$ cat config.mk
export PLATFORM = sky130hd
export DESIGN_NAME = i2c_target_flat
export DESIGN_NICKNAME = d
export VERILOG_FILES = /design/src/rtl/i2c_target_pkg.sv /design/src/rtl/i2c_target_if.sv /design/src/rtl/i2c_in_filter.sv /design/src/rtl/i2c_target.sv /design/src/flat_wrapper.sv
export SDC_FILE = /design/constraint.sdc
export NUM_CORES = 1
export LEC_CHECK = 0
export BUFFER_PORTS_ARGS = -buffer_cell sky130_fd_sc_hd__buf_4
export CAP_MARGIN = 10
export CORE_ASPECT_RATIO = 1.2
export CORE_MARGIN = 3
export CORE_UTILIZATION = 57
export DETAILED_ROUTE_END_ITERATION = 10
export PLACE_DENSITY = 0.87
export SYNTH_ARGS = -nofsm -noshare
export SYNTH_HDL_FRONTEND = slang
export SYNTH_HIERARCHICAL = 1
export SYNTH_SLANG_ARGS = --single-unit
$ cat constraint.sdc
create_clock -name clk_i -period 2.2 [get_ports clk_i]
set_clock_uncertainty 0.1 [all_clocks]
set_input_delay 0.11 -clock clk_i [delete_from_list [all_inputs] [get_ports clk_i]]
set_output_delay 0.11 -clock clk_i [all_outputs]
set_load 0.02 [all_outputs]
$ cat src/rtl/i2c_target_pkg.sv
// Shared types and constants for the I2C target engine and its input filters.
package i2c_target_pkg;

  typedef enum logic [2:0] {
    IDLE,
    ADDR,
    ADDR_ACK,
    WR,
    WR_ACK,
    RD,
    RD_ACK,
    IGNORE
  } state_t;

  localparam int BITS_PER_BYTE = 8;

  // Width of a counter holding 0..len-1, never narrower than one bit.
  function automatic int filt_cnt_w(input int len);
    return (len < 2) ? 1 : $clog2(len);
  endfunction

endpackage

$ cat src/rtl/i2c_target_if.sv
// Pad-side and byte-side signals of the I2C target; slave = the target, master = its environment.
interface i2c_target_if;

  logic       scl_i;
  logic       sda_i;
  logic       sda_o;
  logic       sda_oen_o;
  logic [7:0] rx_data_o;
  logic       rx_valid_o;
  logic       rx_full_i;
  logic       tx_req_o;
  logic [7:0] tx_data_i;
  logic       busy_o;
  logic       stop_o;

  modport slave (
    input  scl_i, sda_i, rx_full_i, tx_data_i,
    output sda_o, sda_oen_o, rx_data_o, rx_valid_o, tx_req_o, busy_o, stop_o
  );

  modport master (
    output scl_i, sda_i, rx_full_i, tx_data_i,
    input  sda_o, sda_oen_o, rx_data_o, rx_valid_o, tx_req_o, busy_o, stop_o
  );

endinterface

$ cat src/rtl/i2c_in_filter.sv
// 2-flop synchronizer plus FILTER_LEN-cycle stability filter with registered edge pulses.
// Input-to-level/edge latency is 2+FILTER_LEN cycles; no backpressure.
module i2c_in_filter
  import i2c_target_pkg::*;
#(
  parameter int FILTER_LEN = 3
) (
  input  logic clk_i,
  input  logic rst_ni,
  input  logic raw,
  output logic level,
  output logic rise,
  output logic fall
);

  localparam int CW = filt_cnt_w(FILTER_LEN);
  localparam logic [CW-1:0] CNT_MAX = CW'(FILTER_LEN - 1);

  logic [1:0]    sync;
  logic [CW-1:0] cnt;

  always_ff @(posedge clk_i or negedge rst_ni) begin
    if (!rst_ni) begin
      sync  <= 2'b11;
      cnt   <= '0;
      level <= 1'b1;
      rise  <= 1'b0;
      fall  <= 1'b0;
    end else begin
      sync <= {sync[0], raw};
      rise <= 1'b0;
      fall <= 1'b0;
      // Any return to the accepted level restarts the stability count.
      if (sync[1] == level) begin
        cnt <= '0;
      end else if (cnt == CNT_MAX) begin
        level <= sync[1];
        cnt   <= '0;
        rise  <= sync[1];
        fall  <= ~sync[1];
      end else begin
        cnt <= cnt + CW'(1);
      end
    end
  end

endmodule

$ cat src/rtl/i2c_target.sv
// 7-bit-address I2C target: bytes in/out through rx/tx handshakes, open-drain SDA, no clock stretching.
// Bus events act 2+FILTER_LEN cycles after the pads; a full sink is answered with NACK.
module i2c_target
  import i2c_target_pkg::*;
#(
  parameter logic [6:0] TARGET_ADDR = 7'h50,
  parameter int         FILTER_LEN  = 3
) (
  input  logic         clk_i,
  input  logic         rst_ni,
  i2c_target_if.slave  bus
);

  logic scl, scl_rise, scl_fall;
  logic sda, sda_rise, sda_fall;

  i2c_in_filter #(.FILTER_LEN(FILTER_LEN)) u_scl_filt (
    .clk_i (clk_i),
    .rst_ni(rst_ni),
    .raw   (bus.scl_i),
    .level (scl),
    .rise  (scl_rise),
    .fall  (scl_fall)
  );

  i2c_in_filter #(.FILTER_LEN(FILTER_LEN)) u_sda_filt (
    .clk_i (clk_i),
    .rst_ni(rst_ni),
    .raw   (bus.sda_i),
    .level (sda),
    .rise  (sda_rise),
    .fall  (sda_fall)
  );

  logic start_cond, stop_cond, last_bit;
  assign start_cond = sda_fall & scl;
  assign stop_cond  = sda_rise & scl;

  state_t     state;
  logic [3:0] cnt;
  logic [7:0] sr;
  logic       rw;
  logic       nack;
  logic       oen;
  logic [7:0] rx_data;
  logic       rx_valid;
  logic       tx_req;
  logic       busy;
  logic       stop_pls;

  assign last_bit = (cnt == 4'(BITS_PER_BYTE));

  always_ff @(posedge clk_i or negedge rst_ni) begin
    if (!rst_ni) begin
      state    <= IDLE;
      cnt      <= '0;
      sr       <= '0;
      rw       <= 1'b0;
      nack     <= 1'b0;
      oen      <= 1'b0;
      rx_data  <= '0;
      rx_valid <= 1'b0;
      tx_req   <= 1'b0;
      busy     <= 1'b0;
      stop_pls <= 1'b0;
    end else begin
      rx_valid <= 1'b0;
      tx_req   <= 1'b0;
      stop_pls <= 1'b0;
      if (stop_cond) begin
        state    <= IDLE;
        oen      <= 1'b0;
        busy     <= 1'b0;
        stop_pls <= 1'b1;
      end else if (start_cond) begin
        state <= ADDR;
        cnt   <= '0;
        oen   <= 1'b0;
      end else if (tx_req) begin
        // The sink presents the read byte while tx_req is high; drive its MSB at once.
        sr  <= bus.tx_data_i;
        oen <= ~bus.tx_data_i[7];
      end else if (scl_rise) begin
        case (state)
          ADDR: begin
            sr  <= {sr[6:0], sda};
            cnt <= cnt + 4'd1;
          end
          WR: begin
            sr  <= {sr[6:0], sda};
            cnt <= cnt + 4'd1;
            if (cnt == 4'(BITS_PER_BYTE - 1)) begin
              nack <= bus.rx_full_i;
              if (!bus.rx_full_i) begin
                rx_data  <= {sr[6:0], sda};
                rx_valid <= 1'b1;
              end
            end
          end
          RD:      cnt  <= cnt + 4'd1;
          RD_ACK:  nack <= sda;
          default: ;
        endcase
      end else if (scl_fall) begin
        case (state)
          ADDR: begin
            if (last_bit) begin
              if (sr[7:1] == TARGET_ADDR) begin
                oen   <= 1'b1;
                busy  <= 1'b1;
                rw    <= sr[0];
                state <= ADDR_ACK;
              end else begin
                busy  <= 1'b0;
                state <= IGNORE;
              end
            end
          end
          ADDR_ACK: begin
            cnt <= '0;
            if (rw) begin
              tx_req <= 1'b1;
              state  <= RD;
            end else begin
              oen   <= 1'b0;
              state <= WR;
            end
          end
          WR: begin
            if (last_bit) begin
              oen   <= ~nack;
              state <= WR_ACK;
            end
          end
          WR_ACK: begin
            oen   <= 1'b0;
            cnt   <= '0;
            state <= WR;
          end
          RD: begin
            if (last_bit) begin
              oen   <= 1'b0;
              state <= RD_ACK;
            end else begin
              sr  <= {sr[6:0], 1'b0};
              oen <= ~sr[6];
            end
          end
          RD_ACK: begin
            cnt <= '0;
            if (!nack) begin
              tx_req <= 1'b1;
              state  <= RD;
            end else begin
              state <= IGNORE;
            end
          end
          default: ;
        endcase
      end
    end
  end

  assign bus.sda_o      = 1'b0;
  assign bus.sda_oen_o  = oen;
  assign bus.rx_data_o  = rx_data;
  assign bus.rx_valid_o = rx_valid;
  assign bus.tx_req_o   = tx_req;
  assign bus.busy_o     = busy;
  assign bus.stop_o     = stop_pls;

endmodule

$ cat src/flat_wrapper.sv
// flat-port wrapper written by rule: the top's interface ports become plain ports
module i2c_target_flat import i2c_target_pkg::*;
#(
  parameter logic [6:0] TARGET_ADDR = 7'h50,
  parameter int         FILTER_LEN  = 3
)
  (clk_i, rst_ni, bus_scl_i, bus_sda_i, bus_rx_full_i, bus_tx_data_i, bus_sda_o, bus_sda_oen_o, bus_rx_data_o, bus_rx_valid_o, bus_tx_req_o, bus_busy_o, bus_stop_o);
  i2c_target_if bus_i ();
  input  logic clk_i;
  input  logic rst_ni;
  input wire logic [$bits(bus_i.scl_i)-1:0] bus_scl_i;
  input wire logic [$bits(bus_i.sda_i)-1:0] bus_sda_i;
  input wire logic [$bits(bus_i.rx_full_i)-1:0] bus_rx_full_i;
  input wire logic [$bits(bus_i.tx_data_i)-1:0] bus_tx_data_i;
  output wire logic [$bits(bus_i.sda_o)-1:0] bus_sda_o;
  output wire logic [$bits(bus_i.sda_oen_o)-1:0] bus_sda_oen_o;
  output wire logic [$bits(bus_i.rx_data_o)-1:0] bus_rx_data_o;
  output wire logic [$bits(bus_i.rx_valid_o)-1:0] bus_rx_valid_o;
  output wire logic [$bits(bus_i.tx_req_o)-1:0] bus_tx_req_o;
  output wire logic [$bits(bus_i.busy_o)-1:0] bus_busy_o;
  output wire logic [$bits(bus_i.stop_o)-1:0] bus_stop_o;
  assign bus_i.scl_i = bus_scl_i;
  assign bus_i.sda_i = bus_sda_i;
  assign bus_i.rx_full_i = bus_rx_full_i;
  assign bus_i.tx_data_i = bus_tx_data_i;
  assign bus_sda_o = bus_i.sda_o;
  assign bus_sda_oen_o = bus_i.sda_oen_o;
  assign bus_rx_data_o = bus_i.rx_data_o;
  assign bus_rx_valid_o = bus_i.rx_valid_o;
  assign bus_tx_req_o = bus_i.tx_req_o;
  assign bus_busy_o = bus_i.busy_o;
  assign bus_stop_o = bus_i.stop_o;
  i2c_target #(.TARGET_ADDR(TARGET_ADDR), .FILTER_LEN(FILTER_LEN)) u_core (.clk_i(clk_i), .rst_ni(rst_ni), .bus(bus_i));
endmodule
==> flow_summary.ini <==
[floorplanning]
fp.dieH_um = 74.13
io_pins = 27
dieArea_um2 = 4653
initial_core_util_pct = 60.18
die_width_um = 62.77
row_count = 24
core_um2 = 3664

[worst_hold_path]
hold_depth = 3
min-delay-start = bus_tx_data_i[1]
hold_path_class = in2reg
hold-path-endpoint = u_core/sr[1]

[setup_path]
path_buf_inv = 1
cp.required_ns = 2.29
slowest_stage = dfrtp_1
crit_fanout = 5
regToRegSetupSlack_ns = 0.13
startpoint_type = register
r2r_cells = 7
critPathTopFamily = compound AO/OA/AOI/OAI gates
critPathKind = reg2reg
r2r-start = u_core/cnt[0]
slowest_delay_ns = 0.43
reg2reg_to = u_core/bus.sda_oen_o
crit_chain = inv_1 > ha_1 > and3b_1 > o22ai_1 > a221oi_1 > a21boi_0 > mux2_2
endpoint_kind = register
cp_data_arrival_time_ns = 2.16

[yosys]
synth_warnings = 6
synthCells = 208
synth_fa_ha_area_share_pct = 1.703
synth_edf_count = 0
synthXorXnorAreaFrac_pct = 0.7946
syn_area_per_cell_um2 = 10.60
synthSimpleGateAreaFrac_pct = 18.05
netlist_area_um2 = 2205
async_flop_share_pct = 100.0
yosysUniqueCellTypes = 50
syn-num-nets = 224
ys_seq_area_share_pct = 50.28
synth_top_cell_area_share_pct = 43.13
ys_ff_latch = 44
yosysTopAreaCell = dfrtp_1
synth.area.mux_share_pct = 10.56
synth_area_leaders = dfrtp_1 (43%), dfstp_2 (7.2%), mux2_2 (5.1%)
synth_compound_area_share_pct = 14.70
synthFlopType = dfrtp_1
synth_top_family_by_area = simple AND/OR/NAND/NOR gates

[clock_network]
path_clk_slew_ns = 0.08
clock-root-buffer = clkbuf_8
clock-sinks = 44
cts.path.max_buffers = 2
cts_tree = yes
clock_latency_ns = 0.30
numCtsBuffers = 5
h-tree-depth = 2

[final_layout]
instances_no_fill = 295
seqCellArea_um2 = 1109
num-fill-cells = 275
diodes = 0
multi_input_area_um2 = 1017
layout_common_cells = dfrtp_1 (38), buf_4 (35), a21oi_1 (16)
layout_commonest_cell = dfrtp_1
drive_above_1_share_pct = 29.22
fin_nets = 258
area_growth_pct = 19.18

[placement]
port_buffers = 25
dp_hpwl_um = 3270
dp.cells = 283
place.gp.congestion = 0.9514

[grt]
grt_usage_pct = 21.18
grt_start_max_net_pins = 45
antenna_found_initial = 0
grt_pass1_vias = 1692
grt.overflow.total = 0
grt_pass1_wl_um = 7721

[detailed_routing]
wl_per_cell_um = 15.57
drcViolationCount = 0
drt_pass1_iterations = 5
drtIter0Drc = 166
dr_total_vias = 1757
postRouteWirelength_um = 4592
via_per_inst = 5.956
postRouteAntennaNets = 0

[flow_run]
maxCapViolCount = 0

[timing]
max_slew.worst_pin.slew_ns = 0.5241
fin_setup_tns_ns = 0
finalCritPeriodShare_pct = 94.25
rsz0062_at_grt = false
finalSetupViolCount = 0
finalCriticalPeriod_ns = 2.073
drv_slew = 0
slew_headroom_pct = 65.06
fmax_mhz = 482.3
hold_viol_final = 0

[power_and_ir_drop]
powerDensity_nw_per_um2 = 923.1
irDropWorstVdd_v = 0.0006724
p_leak_nw = 1.120

[status]
status = completed
-- timing repair --
item	in CTS	in global routing
resized for setup	0	1
hold buffers	4	0
hold endpoints to repair	41	0
buffers inserted	0	0
endpoints found under the setup margin	0	4
-- cell usage after synthesis, types with 2 or more instances --
library cell	count
nor3b_1	7
o221ai_1	2
a21boi_0	2
o21ai_0	11
nand3_1	3
clkbuf_1	7
nand2b_1	2
nand2_1	13
a32oi_1	2
ha_1	3
inv_1	5
nor2_1	15
nand2b_4	3
dfrtp_1	38
xnor2_1	2
or3_1	3
or2_2	4
nor3_1	7
dfstp_2	6
o21a_1	4
mux2_2	10
nor4_1	4
mux2_4	2
a21oi_1	16
buf_2	3
mux2i_1	9
a211oi_1	2
-- kinds of logic after synthesis --
kind of cell	count (synthesis)
AND/OR/NAND/NOR	69
AO/OA/AOI/OAI	50
flip-flops	44
multiplexers	21
buffers and inverters	18
adder cells (fa/ha/maj)	3
XOR/XNOR	2
other	1
-- per-layer routing --
layer,track usage (%),vias to the layer above,wire length (um)
met5,0,-,0
met4,9.559,0,105
met3,3.776,14,335
met2,35.66,84,2256
met1,27.14,840,1895
li1,-,819,-
-- sequential cells by signal, indices dropped and copies added, names as in the netlist, 2 cells and up --
signal and cells:
u_core/bus.rx_data_o 8, u_core/sr 8, u_core/cnt 4, u_core/state 3, u_core/u_scl_filt/cnt 2, u_core/u_scl_filt/sync 2
u_core/u_sda_filt/cnt 2, u_core/u_sda_filt/sync 2
-- power breakdown --
part           internal [mW]  switching (mW)
clock                  0.336           0.281
sequential             0.941           0.153
combinational          0.347           0.369
total                   1.62           0.802
-- worst register-to-register path: cells and delay by family, from the launching register on --
family	cells	cell delay, ns
adder cells (fa/ha/maj)	1	0.21
AO/OA/AOI/OAI	3	0.58
multiplexers	1	0.38
buffers and inverters	1	0.07
AND/OR/NAND/NOR	1	0.21
flip-flops	1	0.43
-- stage by stage --
step	hold slack, ns	utilization (%)	power [mW]	setup WS (ns)	instance area (um^2)
3_3_place_gp	0.02607	67.49	1.776	0.1386	2472
6_report	0.009253	71.72	2.426	0.1266	2628
2_1_floorplan	-0.2856	-	1.571	0.1646	2205
3_5_place_dp	0.02818	67.49	1.805	0.07774	2472
5_1_grt	0.03114	71.72	2.564	0.03638	2628
4_1_cts	0.004597	71.62	2.430	0.05926	2624
-- worst max-delay path by stage --
stage	startpoint	to	depth (start not counted)
floorplan	u_core/state[2]	u_core/bus.sda_oen_o	8
global placement	u_core/u_sda_filt/fall	u_core/bus.rx_data_o[4]	5
detailed placement	u_core/u_sda_filt/rise	u_core/bus.rx_data_o[2]	5
CTS	u_core/u_sda_filt/rise	u_core/bus.rx_data_o[2]	5
global route	u_core/state[2]	u_core/bus.sda_oen_o	6
finish	u_core/cnt[0]	u_core/bus.sda_oen_o	7
-- area by class of cell --
| type | instances | area share (%) |
|---|---|---|
| clock buffers | 5 | 2.619 |
| clock inverters | 3 | 1.619 |
| inverters | 6 | 0.8571 |
| multi-input cells | 146 | 38.71 |
| flip-flops and latches | 44 | 42.19 |
| well taps | 52 | 2.476 |
| repair buffers | 39 | 11.52 |
Note: power is estimated with default switching activity, not from simulation.
